### config.mk
export PLATFORM = sky130hd
export DESIGN_NAME = vga_timing_rx
export DESIGN_NICKNAME = d
export VERILOG_FILES = /design/src/rtl/vga_timing_rx.sv
export SDC_FILE = /design/constraint.sdc
export NUM_CORES = 1
export LEC_CHECK = 0
export CORE_MARGIN = 2
export CORE_UTILIZATION = 40
export CTS_CLUSTER_DIAMETER = 40
export DETAILED_ROUTE_END_ITERATION = 6
export SKIP_CTS_REPAIR_TIMING = 1
export SLEW_MARGIN = 25
export SYNTH_ARGS = -nofsm -noshare
export SYNTH_HDL_FRONTEND = slang
export SYNTH_SLANG_ARGS = --single-unit
### constraint.sdc
create_clock -name clk -period 5.97 [get_ports clk]
set_clock_uncertainty 0.05 [all_clocks]
set_input_delay 1.194 -clock clk [delete_from_list [all_inputs] [get_ports clk]]
set_output_delay 1.194 -clock clk [all_outputs]
set_load 0.02 [all_outputs]
### src/rtl/vga_timing_rx.sv
// vga_timing_rx: recovers the pixel stream and measures the timing of a VGA-style
// sync/blank/RGB input, and detects when that timing is stable.
//
// Ports
//   clk, rst_n             pixel clock; asynchronous active-low reset
//   vga_hs, vga_vs         active-low horizontal / vertical sync
//   vga_blanck_n           display enable, high = active pixel
//   vga_rgb[23:0]          pixel data
//   pix_valid/x/y/rgb      recovered pixel stream, 2 cycles after the input sample
//   h_total, v_total       clocks per line, lines per frame
//   h_active, v_active     active pixels per line, active lines per frame
//   locked                 timing stable (SEARCH -> MEASURE -> CHECK -> LOCKED)
//   frame_start            one-cycle pulse per vertical sync falling edge
//
// Optional build macro VGA_RX_CRC_EN adds frame_crc[15:0] and crc_valid:
// CRC-16-CCITT (poly 0x1021, init 0xFFFF, MSB first) over every valid pixel of a frame.

module vga_timing_rx #(
    parameter int unsigned CNT_WIDTH = 11
) (
    input  logic                 clk,
    input  logic                 rst_n,
    input  logic                 vga_hs,
    input  logic                 vga_vs,
    input  logic                 vga_blanck_n,
    input  logic [23:0]          vga_rgb,
    output logic                 pix_valid,
    output logic [CNT_WIDTH-1:0] pix_x,
    output logic [CNT_WIDTH-1:0] pix_y,
    output logic [23:0]          pix_rgb,
    output logic [CNT_WIDTH-1:0] h_total,
    output logic [CNT_WIDTH-1:0] v_total,
    output logic [CNT_WIDTH-1:0] h_active,
    output logic [CNT_WIDTH-1:0] v_active,
    output logic                 locked,
`ifdef VGA_RX_CRC_EN
    output logic [15:0]          frame_crc,
    output logic                 crc_valid,
`endif
    output logic                 frame_start
);

    typedef enum logic [1:0] {StSearch, StMeasure, StCheck, StLocked} state_e;

    // Registered input copies plus one more delay for edge detection.
    logic        hs_q, vs_q, de_q, hs_prev_q, vs_prev_q;
    logic [23:0] rgb_q;

    logic [CNT_WIDTH-1:0] h_cnt_q, x_cnt_q, y_cnt_q, v_cnt_q;
    logic                 line_act_q;

    state_e               state_q;
    logic [CNT_WIDTH-1:0] h_ref_q, v_ref_q;
    logic                 mismatch_q, first_line_q;

    logic                 line_start, fs_c, h_sat, line_bad, mis_cur, line_act_cur;
    logic [CNT_WIDTH-1:0] x_cur, y_line, y_cur, v_after, h_meas, v_act_meas;

    always_comb begin
        line_start   = hs_prev_q & ~hs_q;
        fs_c         = vs_prev_q & ~vs_q;
        h_sat        = &h_cnt_q;
        h_meas       = h_cnt_q + CNT_WIDTH'(1);
        // Line start is handled before frame start when both happen together.
        v_after      = v_cnt_q + CNT_WIDTH'(line_start);
        x_cur        = line_start ? '0 : x_cnt_q;
        y_line       = y_cnt_q + CNT_WIDTH'(line_start & line_act_q);
        y_cur        = fs_c ? '0 : y_line;
        line_act_cur = line_start ? 1'b0 : line_act_q;
        // A frame start in mid-line still counts the current line if it was active.
        v_act_meas   = y_line + CNT_WIDTH'(line_act_cur);
        line_bad     = line_start & ~first_line_q & (h_meas != h_ref_q);
        mis_cur      = mismatch_q | line_bad;
    end

    // Input registers, counters, measurements and pixel stream.
    always_ff @(posedge clk or negedge rst_n) begin
        if (!rst_n) begin
            hs_q        <= 1'b0;
            vs_q        <= 1'b0;
            de_q        <= 1'b0;
            rgb_q       <= '0;
            hs_prev_q   <= 1'b0;
            vs_prev_q   <= 1'b0;
            h_cnt_q     <= '0;
            x_cnt_q     <= '0;
            y_cnt_q     <= '0;
            v_cnt_q     <= '0;
            line_act_q  <= 1'b0;
            h_total     <= '0;
            v_total     <= '0;
            h_active    <= '0;
            v_active    <= '0;
            pix_valid   <= 1'b0;
            pix_x       <= '0;
            pix_y       <= '0;
            pix_rgb     <= '0;
            frame_start <= 1'b0;
        end else begin
            hs_q      <= vga_hs;
            vs_q      <= vga_vs;
            de_q      <= vga_blanck_n;
            rgb_q     <= vga_rgb;
            hs_prev_q <= hs_q;
            vs_prev_q <= vs_q;

            if (line_start) begin
                h_cnt_q <= '0;
            end else if (!h_sat) begin
                h_cnt_q <= h_cnt_q + CNT_WIDTH'(1);
            end

            x_cnt_q    <= x_cur + CNT_WIDTH'(de_q);
            y_cnt_q    <= y_cur;
            line_act_q <= line_act_cur | de_q;
            v_cnt_q    <= fs_c ? '0 : v_after;

            if (line_start) begin
                h_total <= h_meas;
                // Blank lines would report zero; keep the last real active width.
                if (x_cnt_q != '0) begin
                    h_active <= x_cnt_q;
                end
            end
            if (fs_c) begin
                v_total  <= v_after;
                v_active <= v_act_meas;
            end

            pix_valid   <= de_q;
            pix_rgb     <= rgb_q;
            pix_x       <= x_cur;
            pix_y       <= y_cur;
            frame_start <= fs_c;
        end
    end

    // Lock FSM.
    always_ff @(posedge clk or negedge rst_n) begin
        if (!rst_n) begin
            state_q      <= StSearch;
            h_ref_q      <= '0;
            v_ref_q      <= '0;
            mismatch_q   <= 1'b0;
            first_line_q <= 1'b0;
            locked       <= 1'b0;
        end else if (h_sat) begin
            // No line start for a full counter range: sync is lost.
            state_q      <= StSearch;
            mismatch_q   <= 1'b0;
            first_line_q <= 1'b0;
            locked       <= 1'b0;
        end else begin
            unique case (state_q)
                StSearch: begin
                    if (fs_c) begin
                        state_q      <= StMeasure;
                        mismatch_q   <= 1'b0;
                        first_line_q <= 1'b1;
                    end
                end
                StMeasure: begin
                    if (line_start && first_line_q) begin
                        h_ref_q      <= h_meas;
                        first_line_q <= 1'b0;
                    end
                    mismatch_q <= fs_c ? 1'b0 : mis_cur;
                    if (fs_c) begin
                        v_ref_q <= v_after;
                        if (!mis_cur) begin
                            state_q <= StCheck;
                        end else begin
                            first_line_q <= 1'b1;
                        end
                    end
                end
                StCheck: begin
                    mismatch_q <= fs_c ? 1'b0 : mis_cur;
                    if (fs_c) begin
                        if (!mis_cur && (v_after == v_ref_q)) begin
                            state_q <= StLocked;
                            locked  <= 1'b1;
                        end else begin
                            state_q      <= StMeasure;
                            first_line_q <= 1'b1;
                        end
                    end
                end
                StLocked: begin
                    if (line_bad || (fs_c && (v_after != v_ref_q))) begin
                        state_q    <= StSearch;
                        mismatch_q <= 1'b0;
                        locked     <= 1'b0;
                    end
                end
                default: begin
                    state_q <= StSearch;
                    locked  <= 1'b0;
                end
            endcase
        end
    end

`ifdef VGA_RX_CRC_EN
    function automatic logic [15:0] crc16_px(input logic [15:0] crc_in, input logic [23:0] px);
        logic [15:0] c;
        c = crc_in;
        for (int i = 23; i >= 0; i--) begin
            if (c[15] ^ px[i]) begin
                c = {c[14:0], 1'b0} ^ 16'h1021;
            end else begin
                c = {c[14:0], 1'b0};
            end
        end
        return c;
    endfunction

    logic [15:0] crc_q, crc_base, crc_nxt;
    logic        stay_locked;

    always_comb begin
        // The pixel in the frame-start cycle belongs to the new frame.
        crc_base    = fs_c ? 16'hFFFF : crc_q;
        crc_nxt     = de_q ? crc16_px(crc_base, rgb_q) : crc_base;
        stay_locked = (state_q == StLocked) && !h_sat && !line_bad && (v_after == v_ref_q);
    end

    always_ff @(posedge clk or negedge rst_n) begin
        if (!rst_n) begin
            crc_q     <= 16'hFFFF;
            frame_crc <= '0;
            crc_valid <= 1'b0;
        end else begin
            crc_q     <= crc_nxt;
            crc_valid <= fs_c & stay_locked;
            if (fs_c) begin
                frame_crc <= crc_q;
            end
        end
    end
`endif

endmodule

Word-level counts from Yosys, hierarchy flattened
Cells that the tools add are included.
{ "op_classes": {"n_addsub": 5, "n_mul": 0, "div": 0, "magnitude_cmp": 0, "eq_ne": 14, "n_shift": 0, "mux": 31, "bitwise_logic": 11, "reduce_logical": 18} }
{ "op_table": {"columns": ["operator", "count"], "rows": [
  ["two-way mux 11 bit", 5],
  ["adder 11 x 1 -> 11 bit", 4],
  ["!= test 11 bit", 2],
  ["!= test 3 bit, second input constant", 7],
  ["two-way mux 1 bit", 15],
  ["two-way mux 2 bit", 7],
  ["adder 11 x 1 -> 11 bit, second input constant", 1],
  ["equality test 11 bit", 1],
  ["AND reduction 11 bit", 1],
  ["nonzero test 11 bit", 1],
  ["case mux 2 bit (4 select lines)", 1],
  ["AND reduction 4 bit", 2],
  ["case mux 1 bit (3 select lines)", 2],
  ["AND reduction 3 bit", 2],
  ["bitwise AND 1 bit", 5],
  ["AND reduction 5 bit", 1],
  ["equality test 2 bit, second input constant", 2],
  ["inverter 1 bit", 4],
  ["AND reduction 2 bit", 2],
  ["nonzero test 4 bit", 1],
  ["logical AND 1 bit", 3],
  ["nonzero test 3 bit", 1],
  ["equality test 2 x 1 -> 1 bit, second input constant", 1],
  ["zero test 2 bit", 1],
  ["other kinds (6)", 7]
]} }
{ "word_totals": {"regBits": 182, "latch_bits": 0, "mem_bits_rw": 0, "mem_bits_ro": 0, "in_bits": 29, "output_inout_bits": 93, "wordCells": 104, "n_memories": 0} }

Longest topological paths before layout
{ "logic_depth": {"ltp_word": 11, "ltp_mapped": 16, "ltp_nobuf": 13} }

Worst setup path before layout
Ideal clock, no wire load.
{ "synth_path": {"path_type": "reg2reg", "from": "register hs_q", "to": "register state_q[1]", "setup_ns": 0.124, "t_arrival_ns": 3.919, "required_ns": 5.796, "setup_slack_ns": 1.877, "path_stages_with_launch": 17, "n_path_buf": 4, "period_less_slack_ns": 4.093, "cell_sequence": "dfrtp_1 nand2b_1 clkbuf_1 inv_2 clkbuf_1 buf_1 ha_1 ha_1 buf_6 and3_4 xor3_1 or3b_1 or4b_4 o31ai_4 o211ai_4 nor3b_1 a211o_1"} }
{ "synth_via": {"elab_chain_len": 11, "elab_cells_between_ends": 19, "classes_between": "1 x add/sub; 4 x eq/ne; 4 x mux; 5 x bitwise; 5 x reduce/logical"} }
{ "synth_rtl": {"columns": ["element", "line", "text"], "rows": [
  ["start: declaration", "46", "logic hs_q, vs_q, de_q, hs_prev_q, vs_prev_q;"],
  ["start signal: assignment", "100", "hs_q <= vga_hs;"],
  ["inverter 1 bit (*)", "60", "line_start = hs_prev_q & ~hs_q;"],
  ["bitwise AND 1 bit (*)", "60", null],
  ["named net line_start", "56", "logic line_start, fs_c, h_sat, line_bad, mis_cur, line_act_cur;"],
  ["parallel branches: the longest is 9 deep, another holds adder 11 x 1 -> 11 bit", null, null],
  ["end signal: assignment", "149", "state_q <= StSearch;"],
  ["end signal: assignment", "157", "state_q <= StMeasure;"],
  ["end signal: assignment", "181", "state_q <= StLocked;"],
  ["end: declaration", "52", "state_e state_q;"]
]} }
Mark *: on every way through the listed nets, which the timed path passes. The select of a mux whose other input is x is not followed.
A chain may end at the register's enable or synchronous reset.

Worst setup path in the final report
{ "layout_path": {"from": "register hs_q", "to": "register state_q[1]"} }
{ "layout_via": {"elab_chain_len": 11, "elab_cells_between_ends": 19, "classes_between": "1 x add/sub; 4 x eq/ne; 4 x mux; 5 x bitwise; 5 x reduce/logical"} }
{ "layout_rtl": {"columns": ["element", "line"], "rows": [
  ["inverter 1 bit (*)", "60"],
  ["bitwise AND 1 bit (*)", "60"],
  ["parallel branches: the longest is 9 deep, another holds adder 11 x 1 -> 11 bit", null]
]} }
Mark *: on every way between the ends. The select of a mux whose other input is x is not followed.

==> flow_metrics.tcl <==
set metrics [dict create \
    power_density_nw_per_um2 338 \
    synth_top_family_by_area "simple AND/OR/NAND/NOR gates" \
    numPortBuffers 121 \
    hold_viol_final 0 \
    synth_cell_types 70 \
    vias_per_cell 4.99 \
    synth_fa_ha_area_frac 0.0201 \
    routabilityCongestion 0.859 \
    path_max_fanout 36 \
    cts_tree "done" \
    maxCapViolCount 0 \
    grt.total_usage 0.168 \
    synth_seq_cells 182 \
    async_flop_share 1.00 \
    area_growth_pct 26.7 \
    syn_area_per_cell_um2 11.7 \
    yosys.area_share.simple 0.150 \
    place_inst 966 \
    cts_sinks 182 \
    dr.first_iter.drc_count 269 \
    drt-pass1-iter-count 4 \
    min_period_ns 4.19 \
    r2r_slack_ns 1.78 \
    holdWs_ns 0.299 \
    worst_pin_slew_ns 0.892 \
    tns_ns 0 \
    yosysTopAreaCell "dfrtp_1" \
    synth_nets 681 \
    synth_compound_area_frac 0.0833 \
    postLayoutCellArea_um2 9460 \
    synth_common_cells "182 x dfrtp_1, 83 x nand2_1, 59 x o21ai_0" \
    die_x_um 141 \
    diodes 0 \
    worstSetupStartpointType "flop" \
    whs_path_depth 0 \
    setup_viol 0 \
    grt_pass1_wl_mm 26.3 \
    final-max-slew-violation-count 0 \
    wl_per_cell_um 15.8 \
    grt-ovfl-total 0 \
    die_area_um2 19800 \
    drc_errors 0 \
    synth-main-ff-cell "dfrtp_1" \
    status "completed" \
    synth_top_area_frac 0.610 \
    endpoint_kind "flop" \
    fp-row-count 49 \
    core_area_um2 18100 \
    start_util 0.411 \
    crit_start "hs_q$_DFF_PN0_" \
    clockBufferDepth 2 \
    cp.arrival_ns 4.45 \
    ys_warn_count 0 \
    fin_util 0.521 \
    ir_drop_mv 0.224 \
    cts_root_buffer "clkbuf_16" \
    hpwl_mm 10.8 \
    place_area_um2 8870 \
    layout.nets 797 \
    min_to "pix_rgb[4]$_DFF_PN0_" \
    syn_area_um2 7460 \
    cts_made_buffers 17 \
    finalCritPeriodShare 0.702 \
    grt_max_degree 113 \
    busiest_layer "met2" \
    drive_above_1_share 0.0910 \
    clk_pin_slew_ns 0.07 \
    yosysSeqAreaShare 0.610 \
    synthTopCellsByArea "dfrtp_1 61%, xnor2_1 4.2%, nand2_1 4.2%" \
    syn_inst 640 \
    worst_r2r_path_depth 13 \
    slew-limit-headroom 0.402 \
    synth_edf_count 0 \
    antenna_found_initial 0 \
    instances_no_fill 998 \
    grt_use_met3 0.0594 \
    synthXorXnorAreaFrac 0.0897 \
    routed_wl_mm 15.8 \
    io_pins 122 \
    synth.most_common_cell "dfrtp_1" \
    via_count 4981 \
    clock_latency_ns 0.43 \
    worstSetupPathType "flop to flop" \
    cp_data_required_time_ns 6.23 \
    hp-class "flop to flop" \
    htreeDepth 4 \
    rr_startpoint "hs_q$_DFF_PN0_" \
    yosys-mux-area-fraction 0.0236 \
    leakagePower_uw 0.00416 \
    use_met1 0.218 \
    grt_pass1_vias 5096 \
    use_met2 0.262 \
    timing.fmax_ghz 0.239 \
    postRouteAntennaNets 0 \
    rsz0062_at_grt "no" \
    hold_start "rgb_q[4]$_DFF_PN0_" \
    die_y_um 141 \
    regToRegEndpoint "state_q[1]$_DFFE_PN0P_" \
]
==> layout by cell type, fill, tap and decap left out, drive strengths merged, types with 2 or more instances in the layout <==
cell / count
nor4b: 3
nor3b: 2
o21ai: 60
clkdlybuf4s50: 120
ha: 12
nand2b: 7
a2111oi: 2
buf: 4
nor4: 3
mux2: 13
xor2: 27
nand2: 83
clkinvlp: 2
clkbuf: 18
mux2i: 3
a32o: 2
clkinv: 5
nand3b: 2
dfrtp: 182
nor2b: 3
xnor2: 36
or2: 2
inv: 19
xor3: 2
a21o: 2
nor2: 40
a21oi: 10
and2: 18
and3: 6
o31ai: 2
nor3: 13
nand3: 27
xnor3: 3
a211oi: 2
o211ai: 2
or3: 2
nand4: 9
a31oi: 4
==> cell families after synthesis <==
group                    Yosys count
buffers and inverters             39
XOR/XNOR                          68
flip-flops                       182
AO/OA/AOI/OAI                     97
AND/OR/NAND/NOR                  226
adder cells (fa/ha/maj)           12
multiplexers                      16
==> metal layers <==
metal | part of all wire | vias to the layer above
met2 | 0.47 | 124
met3 | 0.071 | 15
met4 | 0.014 | 0
met1 | 0.44 | 2439
met5 | 0 | -
li1 | - | 2403
==> area by class of cell <==
cell class,instances,area [µm²]
clock buffers,17,425
well taps,229,287
inverters,11,41.3
fillers,1590,8690
clock inverters,15,159
repair buffers,125,1240
multi-input cells,419,2750
flip-flops and latches,182,4550
==> through the flow <==
| stage | total power, µW | setup WS (ns) |
|---|---|---|
| after floorplan | 1860 | 1.88 |
| after global placement | 2100 | 1.87 |
| after detailed placement | 2130 | 1.75 |
| after CTS | 3240 | 1.73 |
| after global routing | 3360 | 1.54 |
| final | 3190 | 1.78 |
==> worst max path at each step <==
stage | to | slack [ns] | cells after the start
final | state_q[1]$_DFFE_PN0P_ | 1.78 | 13
after global routing | state_q[1]$_DFFE_PN0P_ | 1.54 | 13
after CTS | state_q[1]$_DFFE_PN0P_ | 1.73 | 13
after detailed placement | state_q[1]$_DFFE_PN0P_ | 1.75 | 13
after global placement | state_q[1]$_DFFE_PN0P_ | 1.87 | 13
after floorplan | state_q[1]$_DFFE_PN0P_ | 1.88 | 16
==> power by group <==
part	switching, µW	leakage, µW	internal (µW)	total (µW)
combinational	353	0.00151	298	651
sequential	95.2	0.00237	1350	1450
clock	534	0.000282	562	1100
==> flip-flops by register name, summed over array words and instances (netlist names), 2 cells and up <==
| register | count |
|---|---|
| h_active | 11 |
| y_cnt_q | 11 |
| v_total | 11 |
| h_total | 11 |
| x_cnt_q | 11 |
| pix_rgb | 24 |
| v_ref_q | 11 |
| state_q | 2 |
| v_cnt_q | 11 |
| h_ref_q | 11 |
| pix_x | 11 |
| v_active | 11 |
| h_cnt_q | 11 |
| rgb_q | 24 |
==> worst max-delay path, stage by stage, from the launching register on <==
cell and delay (ns):
dfrtp_1 0.38, nand2b_1 0.13, buf_4 0.23, inv_2 0.35, ha_1 0.28, ha_1 0.35
and3_4 0.25, xor3_1 0.22, or3b_1 0.37, or4b_4 0.57, o31ai_4 0.31, o211ai_4 0.14
nor3b_1 0.16, a211o_1 0.28
Power figures use the tool's default switching activity.
